$ cat src/rtl/mdu_pkg.sv
// Shared encodings for the iterative multiply/divide unit: operation codes,
// FSM states and small decode helpers.
package mdu_pkg;

    typedef enum logic [2:0] {
        MDU_MULT  = 3'd0,
        MDU_MULTU = 3'd1,
        MDU_DIV   = 3'd2,
        MDU_DIVU  = 3'd3,
        MDU_MTHI  = 3'd4,
        MDU_MTLO  = 3'd5
    } mdu_op_e;

    typedef enum logic [1:0] {
        ST_IDLE = 2'd0,
        ST_RUN  = 2'd1,
        ST_FIX  = 2'd2
    } mdu_state_e;

    function automatic logic is_signed_op(input mdu_op_e op);
        return (op == MDU_MULT) || (op == MDU_DIV);
    endfunction

    function automatic logic is_div_op(input mdu_op_e op);
        return (op == MDU_DIV) || (op == MDU_DIVU);
    endfunction

    function automatic logic is_iter_op(input mdu_op_e op);
        return (op == MDU_MULT) || (op == MDU_MULTU) ||
               (op == MDU_DIV)  || (op == MDU_DIVU);
    endfunction

endpackage

$ cat src/rtl/mdu_datapath.sv
// Combinational core of the multiply/divide unit: one shift-add or restoring
// shift-subtract step per cycle, plus the final sign fixup of HI/LO.
module mdu_datapath #(
    parameter int WIDTH = 32
) (
    input  logic             is_div,
    input  logic [WIDTH-1:0] acc_hi,
    input  logic [WIDTH-1:0] acc_lo,
    input  logic [WIDTH-1:0] operand,
    input  logic [WIDTH-1:0] dividend,
    input  logic             neg_q,
    input  logic             neg_r,
    input  logic             div_zero,
    output logic [WIDTH-1:0] step_hi,
    output logic [WIDTH-1:0] step_lo,
    output logic [WIDTH-1:0] res_hi,
    output logic [WIDTH-1:0] res_lo
);

    function automatic logic [WIDTH-1:0] negate_w(input logic [WIDTH-1:0] x);
        logic signed [WIDTH-1:0] s;
        s = -$signed(x);
        return $unsigned(s);
    endfunction

    function automatic logic [2*WIDTH-1:0] negate_2w(input logic [2*WIDTH-1:0] x);
        logic signed [2*WIDTH-1:0] s;
        s = -$signed(x);
        return $unsigned(s);
    endfunction

    logic [WIDTH:0]     sum;
    logic [WIDTH:0]     shifted;
    logic [WIDTH-1:0]   rem_sub;
    logic               ge;
    logic [2*WIDTH-1:0] product;
    logic [2*WIDTH-1:0] product_fix;

    // Multiply keeps {acc_hi, acc_lo} as {partial product, remaining multiplier};
    // divide keeps them as {partial remainder, dividend bits becoming quotient}.
    always_comb begin
        sum     = {1'b0, acc_hi} + (acc_lo[0] ? {1'b0, operand} : '0);
        shifted = {acc_hi, acc_lo[WIDTH-1]};
        ge      = (shifted >= {1'b0, operand});
        // The restored remainder is always below the divisor, so WIDTH bits suffice.
        rem_sub = shifted[WIDTH-1:0] - operand;
        if (is_div) begin
            step_hi = ge ? rem_sub : shifted[WIDTH-1:0];
            step_lo = {acc_lo[WIDTH-2:0], ge};
        end else begin
            step_hi = sum[WIDTH:1];
            step_lo = {sum[0], acc_lo[WIDTH-1:1]};
        end
    end

    always_comb begin
        product     = {acc_hi, acc_lo};
        product_fix = neg_q ? negate_2w(product) : product;
        if (!is_div) begin
            res_hi = product_fix[2*WIDTH-1:WIDTH];
            res_lo = product_fix[WIDTH-1:0];
        end else if (div_zero) begin
            res_hi = dividend;
            res_lo = '1;
        end else begin
            res_hi = neg_r ? negate_w(acc_hi) : acc_hi;
            res_lo = neg_q ? negate_w(acc_lo) : acc_lo;
        end
    end

endmodule

$ cat src/rtl/mult_div_unit.sv
// Iterative MIPS multiply/divide unit owning HI/LO; WIDTH steps per operation
// with a separate sign-fixup cycle before results land.
module mult_div_unit
    import mdu_pkg::*;
#(
    parameter int WIDTH = 32
) (
    input  logic             clk,
    input  logic             rst,
    input  logic             start,
    input  logic [2:0]       op,
    input  logic [WIDTH-1:0] a,
    input  logic [WIDTH-1:0] b,
    output logic             busy,
    output logic             done,
    output logic [WIDTH-1:0] hi,
    output logic [WIDTH-1:0] lo
);

    localparam int CNT_W = $clog2(WIDTH);

    mdu_state_e       state;
    mdu_op_e          op_r;
    logic [CNT_W-1:0] count;
    logic [WIDTH-1:0] acc_hi;
    logic [WIDTH-1:0] acc_lo;
    logic [WIDTH-1:0] operand_r;
    logic [WIDTH-1:0] dividend_r;
    logic             neg_q_r;
    logic             neg_r_r;
    logic             div_zero_r;

    mdu_op_e          op_in;
    logic             sgn_in;
    logic [WIDTH-1:0] mag_a;
    logic [WIDTH-1:0] mag_b;

    logic [WIDTH-1:0] step_hi;
    logic [WIDTH-1:0] step_lo;
    logic [WIDTH-1:0] res_hi;
    logic [WIDTH-1:0] res_lo;

    // Magnitude of the most negative value wraps to itself, which is the
    // correct unsigned magnitude, so no extra bit is carried.
    function automatic logic [WIDTH-1:0] magnitude(input logic [WIDTH-1:0] x,
                                                   input logic is_sgn);
        logic signed [WIDTH-1:0] s;
        s = -$signed(x);
        return (is_sgn && x[WIDTH-1]) ? $unsigned(s) : x;
    endfunction

    always_comb begin
        op_in  = mdu_op_e'(op);
        sgn_in = is_signed_op(op_in);
        mag_a  = magnitude(a, sgn_in);
        mag_b  = magnitude(b, sgn_in);
    end

    mdu_datapath #(
        .WIDTH(WIDTH)
    ) u_datapath (
        .is_div   (is_div_op(op_r)),
        .acc_hi   (acc_hi),
        .acc_lo   (acc_lo),
        .operand  (operand_r),
        .dividend (dividend_r),
        .neg_q    (neg_q_r),
        .neg_r    (neg_r_r),
        .div_zero (div_zero_r),
        .step_hi  (step_hi),
        .step_lo  (step_lo),
        .res_hi   (res_hi),
        .res_lo   (res_lo)
    );

    always_ff @(posedge clk) begin
        if (rst) begin
            state      <= ST_IDLE;
            op_r       <= MDU_MULT;
            count      <= '0;
            acc_hi     <= '0;
            acc_lo     <= '0;
            operand_r  <= '0;
            dividend_r <= '0;
            neg_q_r    <= 1'b0;
            neg_r_r    <= 1'b0;
            div_zero_r <= 1'b0;
            busy       <= 1'b0;
            done       <= 1'b0;
            hi         <= '0;
            lo         <= '0;
        end else begin
            case (state)
                ST_IDLE: begin
                    done <= 1'b0;
                    if (start) begin
                        if (op_in == MDU_MTHI) begin
                            hi <= a;
                        end else if (op_in == MDU_MTLO) begin
                            lo <= a;
                        end else if (is_iter_op(op_in)) begin
                            op_r       <= op_in;
                            acc_hi     <= '0;
                            acc_lo     <= mag_a;
                            operand_r  <= mag_b;
                            dividend_r <= a;
                            neg_q_r    <= sgn_in && (a[WIDTH-1] ^ b[WIDTH-1]);
                            neg_r_r    <= (op_in == MDU_DIV) && a[WIDTH-1];
                            div_zero_r <= (b == '0);
                            count      <= CNT_W'(WIDTH - 1);
                            busy       <= 1'b1;
                            state      <= ST_RUN;
                        end
                    end
                end
                ST_RUN: begin
                    acc_hi <= step_hi;
                    acc_lo <= step_lo;
                    count  <= count - 1'b1;
                    if (count == '0) begin
                        state <= ST_FIX;
                    end
                end
                ST_FIX: begin
                    hi    <= res_hi;
                    lo    <= res_lo;
                    done  <= 1'b1;
                    busy  <= 1'b0;
                    state <= ST_IDLE;
                end
                default: begin
                    state <= ST_IDLE;
                    busy  <= 1'b0;
                    done  <= 1'b0;
                end
            endcase
        end
    end

endmodule

$ cat config.mk
export PLATFORM = sky130hd
export DESIGN_NAME = mult_div_unit
export DESIGN_NICKNAME = d
export VERILOG_FILES = /design/src/rtl/mdu_pkg.sv /design/src/rtl/mdu_datapath.sv /design/src/rtl/mult_div_unit.sv
export SDC_FILE = /design/constraint.sdc
export NUM_CORES = 1
export LEC_CHECK = 0
export BUFFER_PORTS_ARGS = -buffer_cell sky130_fd_sc_hd__buf_2
export CORE_UTILIZATION = 30
export CTS_CLUSTER_SIZE = 28
export DETAILED_ROUTE_END_ITERATION = 8
export HOLD_SLACK_MARGIN = 0.03
export PLACE_DENSITY_LB_ADDON = 0.3
export RECOVER_POWER = 25
export SYNTH_ARGS = -nofsm -noshare
export SYNTH_HDL_FRONTEND = slang
export SYNTH_SLANG_ARGS = --single-unit
$ cat constraint.sdc
create_clock -name clk -period 4.7 [get_ports clk]
set_input_delay 0.235 -clock clk [delete_from_list [all_inputs] [get_ports clk]]
set_output_delay 0.235 -clock clk [all_outputs]
set_load 0.1 [all_outputs]
After elaboration in Yosys (flattened, before gate mapping). Index checks and enable logic that the tools add are counted.

Output and inout port bits: 66. Register bits after elaboration: 207. Input bits: 70.

Eq/ne operators: 16. Add/sub/neg operators: 8. Magnitude comparators: 1. Bitwise operators: 4. Reduce and logical (&&, ||, !) cells: 21. Muxes and demuxes: 47.

Operator list (number): 32-bit two-way mux (25); 32-bit one-hot mux with 2 select lines (4); 32-bit negation (4); 64-bit two-way mux (1); 64-bit negation (1); 32-bit by 33-bit adder with 33-bit output (1); 33-bit by 32-bit >= comparator with 1-bit output (1); 32-bit zero test (1); 32-bit subtractor (1); 5-bit two-way mux (4); 5-bit AND reduction (4); 2-bit inequality test, second input constant (7); 3-bit by 2-bit equality test with 1-bit output, second input constant (4); 2-bit two-way mux (5); 5-bit one-hot mux with 2 select lines (1); 3-bit equality test, second input constant (2); 5-bit zero test (1); 1-bit logical OR (5); 5-bit by 1-bit subtractor with 5-bit output, second input constant (1); 1-bit logical AND (4); 1-bit two-way mux (4); 1-bit one-hot mux with 2 select lines (2); 2-bit one-hot mux with 2 select lines (1); 4-bit AND reduction (1); other kinds (9) (12).

Logic depth before layout (Yosys ltp).
Depth in word-level cells: 9. Gate-level depth with buffers: 15. Depth with buffers taken out: 14.

By module. From an unflattened synthesis, not the netlist that was laid out.

Cells, all modules: 2303. Area total of the unflattened synthesis: 16920.0 um2.

Modules (own cells, without submodules): mult_div_unit (cells an instance 1146, times used 1, area each 9605.5 um2, seq. area each 4124.0 um2); mdu_datapath (cells an instance 1157, times used 1, area each 7314.5 um2, seq. area each 0.0 um2).

Least setup slack after synthesis. No wires, ideal clock.

Kind: register -> register. Start point: reg acc_lo[0]. End point: reg acc_hi[27]. Library setup time: 117 ps. Buffers on the path: 1. Clock period less this slack: 3274 ps. Stages on the path, launching flop included: 15. Slack: 1426 ps. Required time: 4583 ps. Arrival: 3157 ps. Path through: dfxtp_1 inv_1 clkbuf_1 nor2_1 ha_1 nor2b_1 o31ai_1 a32oi_1 a211o_1 a21oi_1 o21ai_0 a221o_1 xnor2_1 a21oi_1 a32o_1.

Longest elaborated chain between the ends: 4.

RTL lines: start: declaration (RTL line mult_div_unit.sv:26) `logic [WIDTH-1:0] acc_lo;`; start signal: assignment (RTL line mult_div_unit.sv:104) `acc_lo <= mag_a;`; start signal: assignment (RTL line mult_div_unit.sv:118) `acc_lo <= step_lo;`; 32-bit two-way mux (RTL line mdu_datapath.sv:42) `sum = {1'b0, acc_hi} + (acc_lo[0] ? {1'b0, operand} : '0);`; 32-bit by 33-bit adder with 33-bit output (RTL line mdu_datapath.sv:42); 32-bit two-way mux (RTL line mdu_datapath.sv:47) `if (is_div) begin`; 32-bit one-hot mux with 2 select lines (RTL line mult_div_unit.sv:93) `case (state)`; end signal: assignment (RTL line mult_div_unit.sv:117) `acc_hi <= step_hi;`; end: declaration (RTL line mult_div_unit.sv:25) `logic [WIDTH-1:0] acc_hi;`.

No other way between the ends. A chain may end at the register's enable or synchronous reset.

Worst setup path after layout.
Start point: reg acc_lo[0]. End point: reg acc_hi[29].

The elaborated chain is that of the path after synthesis.

==> impl_results.html <==
<table>
<tr><th>Metric</th><th>Value</th></tr>
<tr><th colspan="2">Run</th></tr>
<tr><td>Max-capacitance violation count</td><td>2</td></tr>
<tr><th colspan="2">Routing</th></tr>
<tr><td>Via-per-instance ratio</td><td>5.637</td></tr>
<tr><td>Antenna Nets Post-Route</td><td>0</td></tr>
<tr><td>Number of remaining DRC errors</td><td>0</td></tr>
<tr><td>Final WL</td><td>59460 um</td></tr>
<tr><td>First drt pass iteration count</td><td>5</td></tr>
<tr><td>Via Count</td><td>16630</td></tr>
<tr><td>Number of violations reported at the end of detailed-routing iteration 0</td><td>1593</td></tr>
<tr><td>Detailed-route wire length per cell</td><td>20.16 um</td></tr>
<tr><th colspan="2">Final layout</th></tr>
<tr><td>Count of fill cells added during filler insertion</td><td>5484</td></tr>
<tr><td>Most frequent standard cell in the layout excluding fill and tap cells</td><td>sky130_fd_sc_hd__nand2_1</td></tr>
<tr><td>Total area of sequential cells</td><td>4126 um2</td></tr>
<tr><td>Nets</td><td>2392</td></tr>
<tr><td>Core Util, Final</td><td>35.55%</td></tr>
<tr><td>Highest-count cells in the layout ignoring fill and taps</td><td>sky130_fd_sc_hd__nand2_1 (317), sky130_fd_sc_hd__a21oi_1 (218), sky130_fd_sc_hd__dfxtp_1 (204), sky130_fd_sc_hd__nor2_1 (183), sky130_fd_sc_hd__o21ai_0 (128)</td></tr>
<tr><td>Layout cell share with drive strength beyond 1</td><td>8.414%</td></tr>
<tr><td>Signed area change from the synthesized netlist to the final layout</td><td>15.96%</td></tr>
<tr><td>Combined area of the multi-input logic cells</td><td>between 10000 and 15000 um2</td></tr>
<tr><td>Antenna diode count</td><td>0</td></tr>
<tr><th colspan="2">Setup path</th></tr>
<tr><td>Worst path arrival time</td><td>roughly 4.4 ns</td></tr>
<tr><td>Type of element launching the critical path</td><td>flop</td></tr>
<tr><td>Critical path endpoint category</td><td>flop</td></tr>
<tr><td>Maximum fanout count along the critical path</td><td>7</td></tr>
<tr><td>CP bufs+invs</td><td>1</td></tr>
<tr><td>Crit-path leading delay family</td><td>compound AO/OA/AOI/OAI gates</td></tr>
<tr><td>CP max-delay cell</td><td>sky130_fd_sc_hd__o21ai_0</td></tr>
<tr><td>FF-to-FF setup slack</td><td>0.77 ns</td></tr>
<tr><td>Most frequent CP cell</td><td>sky130_fd_sc_hd__o31ai_1</td></tr>
<tr><td>Critical path type</td><td>reg -&gt; reg</td></tr>
<tr><td>Delay contributed by the slowest stage of the critical path</td><td>0.52 ns</td></tr>
<tr><td>Crit path cell chain</td><td>and2_1 &gt; ha_1 &gt; inv_1 &gt; fa_1 &gt; nor2b_1 &gt; o31ai_1 &gt; a32oi_1 &gt; a211o_1 &gt; a21oi_1 &gt; o21ai_0 &gt; a211oi_1 &gt; o31ai_1 &gt; xnor2_1 &gt; o221ai_1</td></tr>
<tr><td>Critical Path RT</td><td>5.12 ns</td></tr>
<tr><th colspan="2">Clock tree</th></tr>
<tr><td>Maximum level of the CTS H-tree</td><td>1</td></tr>
<tr><td>Hold_buf cts</td><td>49</td></tr>
<tr><td>Total clock buffers created by CTS</td><td>27</td></tr>
<tr><td>Post-CTS Repair Setup Buffers</td><td>0</td></tr>
<tr><td>Clock slew at the register clock pins of the worst setup and hold paths</td><td>0.06 ns</td></tr>
<tr><td>Buffer type at the clock tree root</td><td>sky130_fd_sc_hd__clkbuf_16</td></tr>
<tr><td>Maximum root-to-sink buffer count</td><td>3</td></tr>
<tr><td>Worst-skew pair later-pin latency</td><td>0.58 ns</td></tr>
<tr><td>CTS tree</td><td>yes</td></tr>
<tr><td>Number of gates resized after CTS</td><td>0</td></tr>
<tr><td>Clock sink total</td><td>206</td></tr>
<tr><th colspan="2">STA</th></tr>
<tr><td>Setup WS post-layout</td><td>around 0.77 ns</td></tr>
<tr><td>Least-Margin Pin Slew</td><td>approximately 2.1 ns</td></tr>
<tr><td>Slew headroom</td><td>-42.83%</td></tr>
<tr><td>Final setup vio count</td><td>0</td></tr>
<tr><td>Maximum frequency from static timing analysis</td><td>around 250 MHz</td></tr>
<tr><td>Largest clock skew in the final design</td><td>0.02365 ns</td></tr>
<tr><td>Unrepaired setup endpoints after global routing</td><td>no</td></tr>
<tr><td>Post-layout min period</td><td>3.930 ns</td></tr>
<tr><td>Slew Viols, Final</td><td>180</td></tr>
<tr><td>Post-route fraction of the period consumed by the critical path</td><td>83.61%</td></tr>
<tr><td>Total count of hold-check failures in the final report</td><td>0</td></tr>
<tr><td>Total negative slack</td><td>0 ns</td></tr>
<tr><th colspan="2">Die</th></tr>
<tr><td>Number of placement rows</td><td>83</td></tr>
<tr><td>Effective utilization at floorplan</td><td>30.66%</td></tr>
<tr><td>Die outline height</td><td>231.9 um</td></tr>
<tr><td>IO Pins</td><td>136</td></tr>
<tr><td>Core Footprint</td><td>51720 um2</td></tr>
<tr><td>Area of the die</td><td>around 54000 um2</td></tr>
<tr><td>Die Wd</td><td>between 200 and 250 um</td></tr>
<tr><th colspan="2">Synthesis</th></tr>
<tr><td>Flip-flop cell with the highest count after synthesis</td><td>sky130_fd_sc_hd__dfxtp_1</td></tr>
<tr><td>Synth warnings</td><td>0</td></tr>
<tr><td>Count of mapped cells out of synthesis</td><td>2174</td></tr>
<tr><td>Combined area of all synthesized cells</td><td>15860 um2</td></tr>
<tr><td>Post-Synthesis Net Count</td><td>~2300</td></tr>
<tr><td>Mean instance size in the synthesized netlist</td><td>about 7.3 um2</td></tr>
<tr><td>Post-synth cell types</td><td>72</td></tr>
<tr><td>Sequential area share after synthesis</td><td>26.01%</td></tr>
<tr><td>Async S/R FF share, synth</td><td>0%</td></tr>
<tr><td>Count of flip-flops with a built-in enable after synthesis</td><td>0</td></tr>
<tr><td>Yosys reg bits</td><td>206</td></tr>
<tr><th colspan="2">Global routing</th></tr>
<tr><td>Total track usage</td><td>between 20% and 30%</td></tr>
<tr><td>Via count of the first global-routing pass</td><td>15870</td></tr>
<tr><td>Residual overflow from global routing</td><td>0</td></tr>
<tr><td>Antenna violations before repair</td><td>0</td></tr>
<tr><td>Wire length of the first global-routing pass</td><td>between 90000 and 100000 um</td></tr>
<tr><td>Maximum number of pins on one net before global-route repair</td><td>98</td></tr>
<tr><th colspan="2">Min path</th></tr>
<tr><td>Worst min-delay path class</td><td>in -&gt; reg</td></tr>
<tr><th colspan="2">Placed design</th></tr>
<tr><td>Placed wire-length estimate after detailed placement</td><td>43100 um</td></tr>
<tr><td>IO buf count</td><td>135</td></tr>
<tr><td>Post-Place Worst Slack</td><td>0.8683 ns</td></tr>
<tr><td>Gpl congestion</td><td>0.9304</td></tr>
<tr><th colspan="2">Status</th></tr>
<tr><td>Violated checks</td><td>capacitance limit, slew limit</td></tr>
<tr><td>Outcome</td><td>finished, violations left</td></tr>
<tr><th colspan="2">Power</th></tr>
<tr><td>Total Power Consumption</td><td>5.441 mW</td></tr>
<tr><td>Leak</td><td>between 6 and 7 nW</td></tr>
<tr><td>VDD IR max</td><td>0.0002661 V</td></tr>
<tr><td>Cell Pwr Density</td><td>around 300 nW/um2</td></tr>
</table>
power breakdown:
group	switching (mW)	total [mW]	internal (mW)
Clock	0.891	2.13	1.24
Sequential	0.109	1.96	1.85
Combinational	0.919	1.35	0.432
logic make-up (layout without fill, tap and decap cells):
kind of cell / after synthesis / in the layout / share of synthesized area [%]
and+or+nand+nor: 742 / 742 / 21.35
DFF: 206 / 206 / 26.01
adders and majority gates: 72 / 72 / 5.777
xor gates and xnor gates: 202 / 202 / 11.16
buffers and inverters: 242 / 338 / 5.966
AOI/OAI and AO/OA: 665 / 665 / 26.89
muxes: 45 / 45 / 2.849
routing by layer:
metal,vias up,track usage (%),share of wire (%)
li1,7922,-,-
met1,7959,28.29,44
met2,634,36.88,47
met3,113,2.026,5.4
met4,0,6.723,3.3
met5,-,0,0
worst min-delay path: stages:
cell,delay [ns]
sky130_fd_sc_hd__buf_2,0.12
sky130_fd_sc_hd__xor2_1,0.14
sky130_fd_sc_hd__a211oi_1,0.08
area by class of cell:
| cell class | count | area share, % |
|---|---|---|
| multi-input cells | 1726 | 59.06 |
| well taps | 680 | 4.628 |
| clock inverters | 14 | 0.7010 |
| clock buffers | 35 | 4.274 |
| flip-flops and latches | 206 | 22.44 |
| inverters | 66 | 1.347 |
| repair buffers | 223 | 7.547 |
through the flow:
stage	hold slack, ns	cells	cell area (um2)
6_report	0.05498	2950	18390
5_1_grt	0.07224	2950	18390
4_1_cts	0.03044	2950	18480
3_5_place_dp	0.4383	2852	17070
3_3_place_gp	0.4364	2852	17070
2_1_floorplan	0.3710	2174	15860
synthesized netlist by cell type (all sizes together), types with 30 or more instances:
master	n	area [um2]
clkbuf	152	574.3
inv	66	247.7
nor3	40	200.2
mux2i	44	440.4
nand3	47	235.2
o211ai	37	277.8
a211oi	62	465.5
o21ai	137	685.7
nand2	317	1190
nor2	187	701.9
ha	70	875.8
a21oi	218	1091
dfxtp	206	4124
a21o	30	225.2
xnor2	115	1007
xor2	87	762.0
state kept, by name (all words and copies together) (netlist names), 2 cells and up:
signal and flops:
acc_lo 32, count 5, lo 32, acc_hi 32
operand_r 32, op_r 2, dividend_r 32, state 2
hi 32
final timing paths:
| path | from | endpoint | depth (start not counted) |
|---|---|---|---|
| hold / removal | b[21] | operand_r[21]$_SDFFE_PP0P_ | 3 |
| setup / recovery | acc_lo[0]$_SDFFE_PP0P_ | acc_hi[29]$_SDFFE_PP0P_ | 14 |
| hold reg to reg | lo[29]$_SDFFE_PP0P_ | lo[29]$_SDFFE_PP0P_ | 2 |
| setup reg to reg | acc_lo[0]$_SDFFE_PP0P_ | acc_hi[29]$_SDFFE_PP0P_ | 14 |
Power figures use the tool's default switching activity.
